===== src/rtl/retire_trace_buffer_if.sv =====
// Retire-trace buffer bus: retire lanes and halt in, show-ahead read port and
// status out. "master" is the CPU/consumer side; "slave" is the buffer.
interface retire_trace_buffer_if #(
  parameter int CHANNELS = 1,
  parameter int DEPTH    = 16,
  parameter int PC_W     = 16,
  parameter int ADDR_W   = 16,
  parameter int DATA_W   = 16
);
  localparam int CNT_W = $clog2(DEPTH) + 1;

  logic [CHANNELS-1:0]        ret_valid;
  logic [2*CHANNELS-1:0]      ret_kind;
  logic [PC_W*CHANNELS-1:0]   ret_pc;
  logic [ADDR_W*CHANNELS-1:0] ret_addr;
  logic [DATA_W*CHANNELS-1:0] ret_data;
  logic                       halt;

  logic                       rd_ready;
  logic                       rd_valid;
  logic [1:0]                 rd_kind;
  logic [PC_W-1:0]            rd_pc;
  logic [ADDR_W-1:0]          rd_addr;
  logic [DATA_W-1:0]          rd_data;

  logic [CNT_W-1:0]           count;
  logic                       overflow;
  logic [15:0]                drop_cnt;
  logic                       frozen;

  modport master (
    output ret_valid, ret_kind, ret_pc, ret_addr, ret_data, halt, rd_ready,
    input  rd_valid, rd_kind, rd_pc, rd_addr, rd_data,
    input  count, overflow, drop_cnt, frozen
  );

  modport slave (
    input  ret_valid, ret_kind, ret_pc, ret_addr, ret_data, halt, rd_ready,
    output rd_valid, rd_kind, rd_pc, rd_addr, rd_data,
    output count, overflow, drop_cnt, frozen
  );
endinterface


===== src/rtl/retire_trace_buffer.sv =====
// Commit-trace recorder: compacts up to CHANNELS retire records per cycle into
// a DEPTH-entry ring and drains them in program order through a show-ahead port.
module retire_trace_buffer #(
  parameter int CHANNELS = 1,
  parameter int DEPTH    = 16,
  parameter int PC_W     = 16,
  parameter int ADDR_W   = 16,
  parameter int DATA_W   = 16,
  parameter int WRAP     = 0
) (
  input  logic                 clk,
  input  logic                 reset,
  retire_trace_buffer_if.slave bus
);
  localparam int PTR_W  = $clog2(DEPTH);
  localparam int CNT_W  = PTR_W + 1;
  localparam int WIDE_W = CNT_W + 1;
  localparam logic [CNT_W-1:0]  DEPTH_C = CNT_W'(DEPTH);
  localparam logic [WIDE_W-1:0] DEPTH_W = WIDE_W'(DEPTH);

  typedef enum logic [1:0] {
    KIND_REG   = 2'd0,
    KIND_STORE = 2'd1,
    KIND_JUMP  = 2'd2,
    KIND_RSVD  = 2'd3
  } kind_e;

  typedef struct packed {
    kind_e             kind;
    logic [PC_W-1:0]   pc;
    logic [ADDR_W-1:0] addr;
    logic [DATA_W-1:0] data;
  } rec_t;

  rec_t              mem_q [DEPTH];
  logic [PTR_W-1:0]  wr_ptr_q, wr_ptr_d;
  logic [PTR_W-1:0]  rd_ptr_q, rd_ptr_d;
  logic [CNT_W-1:0]  count_q, count_d;
  logic              overflow_q, overflow_d;
  logic              frozen_q, frozen_d;
  logic [15:0]       drop_cnt_q, drop_cnt_d;

  rec_t              lane_rec [CHANNELS];
  logic [CNT_W-1:0]  lane_off [CHANNELS];
  logic [CHANNELS-1:0] lane_ok;
  logic [CHANNELS-1:0] lane_wr;

  logic [CNT_W-1:0]  k;
  logic [CNT_W-1:0]  free_slots;
  logic [CNT_W-1:0]  accepted;
  logic [CNT_W-1:0]  lost;
  logic [WIDE_W-1:0] total;
  logic [16:0]       drop_sum;
  logic              rd_valid;
  logic              pop;
  rec_t              head;

  assign rd_valid = (count_q != '0);
  assign pop      = rd_valid & bus.rd_ready;

  // Lane compaction: each live lane gets the slot offset equal to the number of
  // live lanes below it. Reserved kinds and a frozen buffer contribute nothing.
  always_comb begin
    k = '0;
    for (int i = 0; i < CHANNELS; i++) begin
      lane_rec[i] = '{kind: kind_e'(bus.ret_kind[2*i +: 2]),
                      pc:   bus.ret_pc[i*PC_W +: PC_W],
                      addr: bus.ret_addr[i*ADDR_W +: ADDR_W],
                      data: bus.ret_data[i*DATA_W +: DATA_W]};
      lane_ok[i]  = bus.ret_valid[i] && (bus.ret_kind[2*i +: 2] != KIND_RSVD) && !frozen_q;
      lane_off[i] = k;
      // NOTE: blocking '=' is correct here; k is a running sum consumed by the next lane.
      if (lane_ok[i]) k = k + 1'b1;
    end
  end

  // Occupancy update. A pop in the same cycle releases its slot, so a full
  // buffer that is being read still accepts a record without dropping it.
  always_comb begin
    // NOTE: every output gets a default first so no path leaves one unassigned (no latch).
    free_slots = DEPTH_C - count_q + CNT_W'(pop);
    accepted   = k;
    lost       = '0;
    total      = '0;
    count_d    = count_q;
    wr_ptr_d   = wr_ptr_q;
    rd_ptr_d   = rd_ptr_q;
    if (WRAP != 0) begin
      total    = WIDE_W'(count_q) - WIDE_W'(pop) + WIDE_W'(k);
      count_d  = (total > DEPTH_W) ? DEPTH_C : total[CNT_W-1:0];
      lost     = CNT_W'(total - WIDE_W'(count_d));
      wr_ptr_d = wr_ptr_q + k[PTR_W-1:0];
      // Head is always the oldest surviving record behind the new write pointer.
      rd_ptr_d = wr_ptr_d - count_d[PTR_W-1:0];
    end else begin
      accepted = (k < free_slots) ? k : free_slots;
      lost     = k - accepted;
      count_d  = count_q + accepted - CNT_W'(pop);
      wr_ptr_d = wr_ptr_q + accepted[PTR_W-1:0];
      rd_ptr_d = rd_ptr_q + PTR_W'(pop);
    end
  end

  always_comb begin
    for (int i = 0; i < CHANNELS; i++) begin
      lane_wr[i] = lane_ok[i] && (lane_off[i] < accepted);
    end
  end

  always_comb begin
    drop_sum   = {1'b0, drop_cnt_q} + 17'(lost);
    drop_cnt_d = drop_sum[16] ? 16'hFFFF : drop_sum[15:0];
    overflow_d = overflow_q | (lost != '0);
    frozen_d   = frozen_q | bus.halt;
  end

  always_ff @(posedge clk or posedge reset) begin
    if (reset) begin
      wr_ptr_q   <= '0;
      rd_ptr_q   <= '0;
      count_q    <= '0;
      overflow_q <= 1'b0;
      frozen_q   <= 1'b0;
      drop_cnt_q <= '0;
    end else begin
      wr_ptr_q   <= wr_ptr_d;
      rd_ptr_q   <= rd_ptr_d;
      count_q    <= count_d;
      overflow_q <= overflow_d;
      frozen_q   <= frozen_d;
      drop_cnt_q <= drop_cnt_d;
    end
  end

  // NOTE: storage is deliberately not reset; count/pointers define validity.
  always_ff @(posedge clk) begin
    for (int i = 0; i < CHANNELS; i++) begin
      if (lane_wr[i]) mem_q[wr_ptr_q + PTR_W'(lane_off[i])] <= lane_rec[i];
    end
  end

  assign head         = mem_q[rd_ptr_q];
  assign bus.rd_valid = rd_valid;
  assign bus.rd_kind  = head.kind;
  assign bus.rd_pc    = head.pc;
  assign bus.rd_addr  = head.addr;
  assign bus.rd_data  = head.data;
  assign bus.count    = count_q;
  assign bus.overflow = overflow_q;
  assign bus.drop_cnt = drop_cnt_q;
  assign bus.frozen   = frozen_q;
endmodule


===== src/flat_wrapper.sv =====
// flat-port wrapper written by rule: the top's interface ports become plain ports
module retire_trace_buffer_flat 
#(
  parameter int CHANNELS = 1,
  parameter int DEPTH    = 16,
  parameter int PC_W     = 16,
  parameter int ADDR_W   = 16,
  parameter int DATA_W   = 16,
  parameter int WRAP     = 0
)
  (clk, reset, bus_ret_valid, bus_ret_kind, bus_ret_pc, bus_ret_addr, bus_ret_data, bus_halt, bus_rd_ready, bus_rd_valid, bus_rd_kind, bus_rd_pc, bus_rd_addr, bus_rd_data, bus_count, bus_overflow, bus_drop_cnt, bus_frozen);
  retire_trace_buffer_if #(.CHANNELS(CHANNELS), .DEPTH(DEPTH), .PC_W(PC_W), .ADDR_W(ADDR_W), .DATA_W(DATA_W)) bus_i ();
  input  logic clk;
  input  logic reset;
  input wire logic [$bits(bus_i.ret_valid)-1:0] bus_ret_valid;
  input wire logic [$bits(bus_i.ret_kind)-1:0] bus_ret_kind;
  input wire logic [$bits(bus_i.ret_pc)-1:0] bus_ret_pc;
  input wire logic [$bits(bus_i.ret_addr)-1:0] bus_ret_addr;
  input wire logic [$bits(bus_i.ret_data)-1:0] bus_ret_data;
  input wire logic [$bits(bus_i.halt)-1:0] bus_halt;
  input wire logic [$bits(bus_i.rd_ready)-1:0] bus_rd_ready;
  output wire logic [$bits(bus_i.rd_valid)-1:0] bus_rd_valid;
  output wire logic [$bits(bus_i.rd_kind)-1:0] bus_rd_kind;
  output wire logic [$bits(bus_i.rd_pc)-1:0] bus_rd_pc;
  output wire logic [$bits(bus_i.rd_addr)-1:0] bus_rd_addr;
  output wire logic [$bits(bus_i.rd_data)-1:0] bus_rd_data;
  output wire logic [$bits(bus_i.count)-1:0] bus_count;
  output wire logic [$bits(bus_i.overflow)-1:0] bus_overflow;
  output wire logic [$bits(bus_i.drop_cnt)-1:0] bus_drop_cnt;
  output wire logic [$bits(bus_i.frozen)-1:0] bus_frozen;
  assign bus_i.ret_valid = bus_ret_valid;
  assign bus_i.ret_kind = bus_ret_kind;
  assign bus_i.ret_pc = bus_ret_pc;
  assign bus_i.ret_addr = bus_ret_addr;
  assign bus_i.ret_data = bus_ret_data;
  assign bus_i.halt = bus_halt;
  assign bus_i.rd_ready = bus_rd_ready;
  assign bus_rd_valid = bus_i.rd_valid;
  assign bus_rd_kind = bus_i.rd_kind;
  assign bus_rd_pc = bus_i.rd_pc;
  assign bus_rd_addr = bus_i.rd_addr;
  assign bus_rd_data = bus_i.rd_data;
  assign bus_count = bus_i.count;
  assign bus_overflow = bus_i.overflow;
  assign bus_drop_cnt = bus_i.drop_cnt;
  assign bus_frozen = bus_i.frozen;
  retire_trace_buffer #(.CHANNELS(CHANNELS), .DEPTH(DEPTH), .PC_W(PC_W), .ADDR_W(ADDR_W), .DATA_W(DATA_W), .WRAP(WRAP)) u_core (.clk(clk), .reset(reset), .bus(bus_i));
endmodule

===== config.mk =====
export PLATFORM = sky130hd
export DESIGN_NAME = retire_trace_buffer_flat
export DESIGN_NICKNAME = d
export VERILOG_FILES = /design/src/rtl/retire_trace_buffer_if.sv /design/src/rtl/retire_trace_buffer.sv /design/src/flat_wrapper.sv
export SDC_FILE = /design/constraint.sdc
export NUM_CORES = 1
export LEC_CHECK = 0
export ABC_AREA = 1
export BUFFER_PORTS_ARGS = -buffer_cell sky130_fd_sc_hd__buf_2
export CAP_MARGIN = 20
export CORE_MARGIN = 4
export CORE_UTILIZATION = 40
export DETAILED_ROUTE_END_ITERATION = 6
export GPL_ROUTABILITY_DRIVEN = 1
export PLACE_DENSITY_LB_ADDON = 0.12
export SKIP_LAST_GASP = 1
export SLEW_MARGIN = 5
export SYNTH_ARGS = -nofsm -noshare
export SYNTH_HDL_FRONTEND = slang
export SYNTH_SLANG_ARGS = --single-unit

===== constraint.sdc =====
create_clock -name clk -period 5.8 [get_ports clk]
set_clock_uncertainty 0.1 [all_clocks]
set_input_delay 1.16 -clock clk [delete_from_list [all_inputs] [get_ports clk]]
set_output_delay 1.16 -clock clk [all_outputs]
set_load 0.05 [all_outputs]

==> flow_results.org <==
** Worst setup path
- Data arrival time of the worst path :: approximately 3400 ps
- The cell family contributing the most delay on the critical path is buffers and inverters.
- The signal on the critical path passes through buf_4 > nor2_4 > buf_4 > nand3_1 > nand2_1 > a21oi_1 > nand2_1 > nand2_1 > buf_2.
- Required time of the critical path :: ~4500 ps
- In this run the worst path has a maximum fanout of 52.
- Biggest cell delay along the critical path :: a little under 700 ps
- Buffering stage count on the worst path with inverters included :: 3
- Worst setup SP type :: flop
- Cell repeated most along the worst path :: sky130_fd_sc_hd__nand2_1
- CP max-delay cell :: sky130_fd_sc_hd__buf_4
- By startpoint and endpoint, the worst setup path is classified as reg -> out.
- STA classifies the critical path endpoint as a primary output.

** Synthesis
- The share of the Yosys chip area taken by registers is 0.738.
- Top cells by area, synth :: sky130_fd_sc_hd__edfxtp_1, sky130_fd_sc_hd__nand2_1, sky130_fd_sc_hd__nor2_1
- The synthesized netlist contains 31 unique library cells.
- Cell taking the most area after synthesis :: sky130_fd_sc_hd__edfxtp_1
- The share of synthesized area in the top cell type comes to 0.715.
- Cells after synthesis :: 2748
- Post-synthesis register bit count :: a little over 800
- During synthesis, Yosys emitted a total of 0 warnings.
- Post-synthesis cell area :: about 34000 sq um
- Per-instance average area after synthesis :: around 12 sq um

** STA
- Slew @ Worst Pin :: 1110 ps
- Number of failing hold endpoints at the final stage :: 0
- Final hold analysis gives a worst-case slack of ~440 ps.
- Clock period minus worst slack :: roughly 4700 ps
- Final setup violation count :: 0
- Final period utilization :: 0.810
- Adding up every negative setup slack in the final design gives 0 ps.
- In this run the tightest slew margin relative to its limit is 0.259.
- Static timing analysis puts the maximum clock frequency at ~210 MHz.
- The count of final max-slew check failures came to 0.
- Unrepaired setup endpoints after global routing :: no

** Worst hold path
- The min-delay analysis places its worst path in the category reg -> reg.

** Floorplan
- Full die area :: a little under 90000 sq um
- Number of top-level pins :: approximately 130
- The initialized floorplan defines approximately 110 standard-cell rows.
- Vert. Die Dim :: around 300 um
- Placeable core region :: 83400 sq um
- The die is around 300 um wide.
- Initial cell density of the core :: 0.403

** Route
- Via density per instance :: ~5.2
- In the routed design, unresolved DRC markers number 0.
- The routed design has approximately 88 mm of wire.
- After detailed routing, the average wire length per cell comes to approximately 22 um.
- Via total after detailed routing :: about 21k
- The first routing iteration left 1764 violations.
- Before antenna repair, the detailed router went through 5 iterations.
- DRT antenna net count :: 0

** Placed design
- Number of cells in the design after placement :: 3849
- Buffers placed on the I/O ports in this run total 128.
- Routability congestion estimate :: 0.817
- Detailed placement finished with a half-perimeter wire length of 44.7 mm.
- After detailed placement, the total cell area comes to about 35000 sq um.

** Power
- The worst-case IR drop observed on VDD is a little over 0.0004 V.
- Power Density :: between 500 and 600 nW/um^2
- The analysis attributes to cell leakage a power of between 0.01 and 0.015 uW.
- Total power for the finished layout comes to ~20000 uW.

** Clock tree
- Clock latency at the later pin of the worst-skew pair :: around 630 ps
- Post-cts repair resize count :: 0
- Clock sink count :: between 800 and 900
- TritonCTS built the clock tree.
- Maximum number of buffers from clock root to sink :: 3
- Clock slew seen by the registers of the worst setup and hold paths :: roughly 60 ps
- Clock tree synthesis selected as its root buffer the cell sky130_fd_sc_hd__clkbuf_16.
- In this run, post-CTS hold repair placed 0 buffers.
- CTS H-Tree Depth :: 3
- The number of clock buffers added by TritonCTS is 88.
- Buffers inserted during post-CTS setup optimization :: 0

** Layout
- The finished layout holds between 4k and 5k standard cells, fillers aside.
- The area growth from synthesis to layout is 13.9%.
- Of the cells placed in the final design, the portion with a size suffix greater than 1 is 0.110.
- With fillers left out, the area of the finished cells amounts to roughly 38000 sq um.
- Number of nets in the finished design :: a little under 3k

** Global route
- Total global-route track usage :: 0.196
- The initial antenna violation count is 7.
- Pin count of the biggest net entering global routing :: roughly 150
- Global Route met2 Usage :: 0.335
- The global routing stage identified its most utilized layer as met2.
- In the global route stage, met1 resource usage came out at 0.263.
- Vias in the first global route :: around 21k
- Grt ovf :: 0
- Global-route wire length before repair :: ~130 mm
- For this run, global-route usage on met3 was measured as 0.0295.

** Run
- MaxCap Viol Count :: 0

** Outcome
- The flow ran to the end, and the final reports show no timing, DRC or antenna violations.
[state kept, by name, indices dropped and copies added, names as in the netlist]
register             count
u_core.bus.overflow      1
u_core.rd_ptr_q          4
u_core.bus.count         5
u_core.mem_q           800
u_core.bus.frozen        1
u_core.bus.drop_cnt     16
u_core.wr_ptr_q          4
[report_power, final]
part	switching [uW]	internal (uW)	total [uW]
clock network	2280	3270	5560
logic	5380	1770	7160
registers	215	6660	6880
[cells in the mapped netlist]
cell,number
sky130_fd_sc_hd__conb_1,2
sky130_fd_sc_hd__nor2_2,1
sky130_fd_sc_hd__xnor2_1,3
sky130_fd_sc_hd__buf_4,16
sky130_fd_sc_hd__edfxtp_1,800
sky130_fd_sc_hd__or2_2,1
sky130_fd_sc_hd__dfrtp_1,31
sky130_fd_sc_hd__buf_2,62
sky130_fd_sc_hd__nand2_2,1
sky130_fd_sc_hd__and2_1,1
sky130_fd_sc_hd__buf_6,19
sky130_fd_sc_hd__nand2_1,667
sky130_fd_sc_hd__nor2_1,369
sky130_fd_sc_hd__buf_1,5
sky130_fd_sc_hd__nor3_1,3
sky130_fd_sc_hd__o21ai_1,4
sky130_fd_sc_hd__nand3b_1,2
sky130_fd_sc_hd__clkbuf_1,51
sky130_fd_sc_hd__a21oi_1,172
sky130_fd_sc_hd__inv_2,1
sky130_fd_sc_hd__o21ai_0,199
sky130_fd_sc_hd__mux2i_1,1
sky130_fd_sc_hd__ha_1,20
sky130_fd_sc_hd__clkbuf_2,3
sky130_fd_sc_hd__clkinv_1,1
sky130_fd_sc_hd__nand4_1,3
sky130_fd_sc_hd__xor2_1,8
sky130_fd_sc_hd__fa_1,3
sky130_fd_sc_hd__o211ai_1,100
sky130_fd_sc_hd__nand3_1,140
sky130_fd_sc_hd__inv_1,59
[cells by family after synthesis]
family / count (synthesis) / synth area share
buffers and inverters: 217 / 0.0327
other: 2 / 0.000223
AND/OR/NAND/NOR: 1188 / 0.139
multiplexers: 1 / 0.000298
XOR/XNOR: 11 / 0.00287
flip-flops: 831 / 0.738
AO/OA/AOI/OAI: 475 / 0.0782
adder cells (fa/ha/maj): 23 / 0.00923
[metal layers]
layer	part of all wire	wire length, um
met5	0.00046	41
met4	0.021	1850
met1	0.44	39000
met2	0.49	43000
met3	0.049	4290
[metrics by stage]
| step | worst slack [ps] | utilization |
|---|---|---|
| 2_1_floorplan | 538 | - |
| 3_3_place_gp | 1140 | 0.424 |
| 3_5_place_dp | 1060 | 0.425 |
| 4_1_cts | 1020 | 0.459 |
| 5_1_grt | 883 | 0.459 |
| 6_report | 1100 | 0.459 |
[layout make-up]
class | count | area, sq um
Tap cell | 1080 | 1350
Fill cell | 7479 | 45200
Antenna cell | 2 | 5.00
Clock buffer | 113 | 2320
Multi-Input combinational cell | 1702 | 7850
Clock inverter | 48 | 526
Inverter | 61 | 241
Timing Repair Buffer | 175 | 1170
Sequential cell | 831 | 24800
[worst paths after layout]
| check | slack, ps | start | endpoint | cells past startpoint |
|---|---|---|---|---|
| max reg2reg | 1560 | u_core.bus.count[3] | u_core.bus.drop_cnt[15] | 24 |
| max | 1100 | u_core.rd_ptr_q[1] | bus_rd_addr[3] | 9 |
| min in group asynchronous | 530 | reset | u_core.rd_ptr_q[1] | 3 |
| min | 440 | u_core.bus.frozen | u_core.bus.frozen | 1 |
| min reg2reg | 440 | u_core.bus.frozen | u_core.bus.frozen | 1 |
| max in group asynchronous | 4690 | reset | u_core.rd_ptr_q[0] | 3 |
[placed cells by master, fill, tap and decap left out, types with 17 or more instances in the layout]
master                      count
sky130_fd_sc_hd__nand2_1      667
sky130_fd_sc_hd__a21oi_1      172
sky130_fd_sc_hd__o21ai_0      199
sky130_fd_sc_hd__nor2_4        17
sky130_fd_sc_hd__nand3_1      140
sky130_fd_sc_hd__clkbuf_16     89
sky130_fd_sc_hd__buf_4         33
sky130_fd_sc_hd__buf_2        128
sky130_fd_sc_hd__inv_1         56
sky130_fd_sc_hd__clkinv_1      17
sky130_fd_sc_hd__nor2_1       353
sky130_fd_sc_hd__edfxtp_1     800
sky130_fd_sc_hd__dfrtp_1       28
sky130_fd_sc_hd__o211ai_1     100
sky130_fd_sc_hd__ha_1          20
sky130_fd_sc_hd__clkbuf_1      24
No activity file was read; power rests on OpenSTA's default activity.
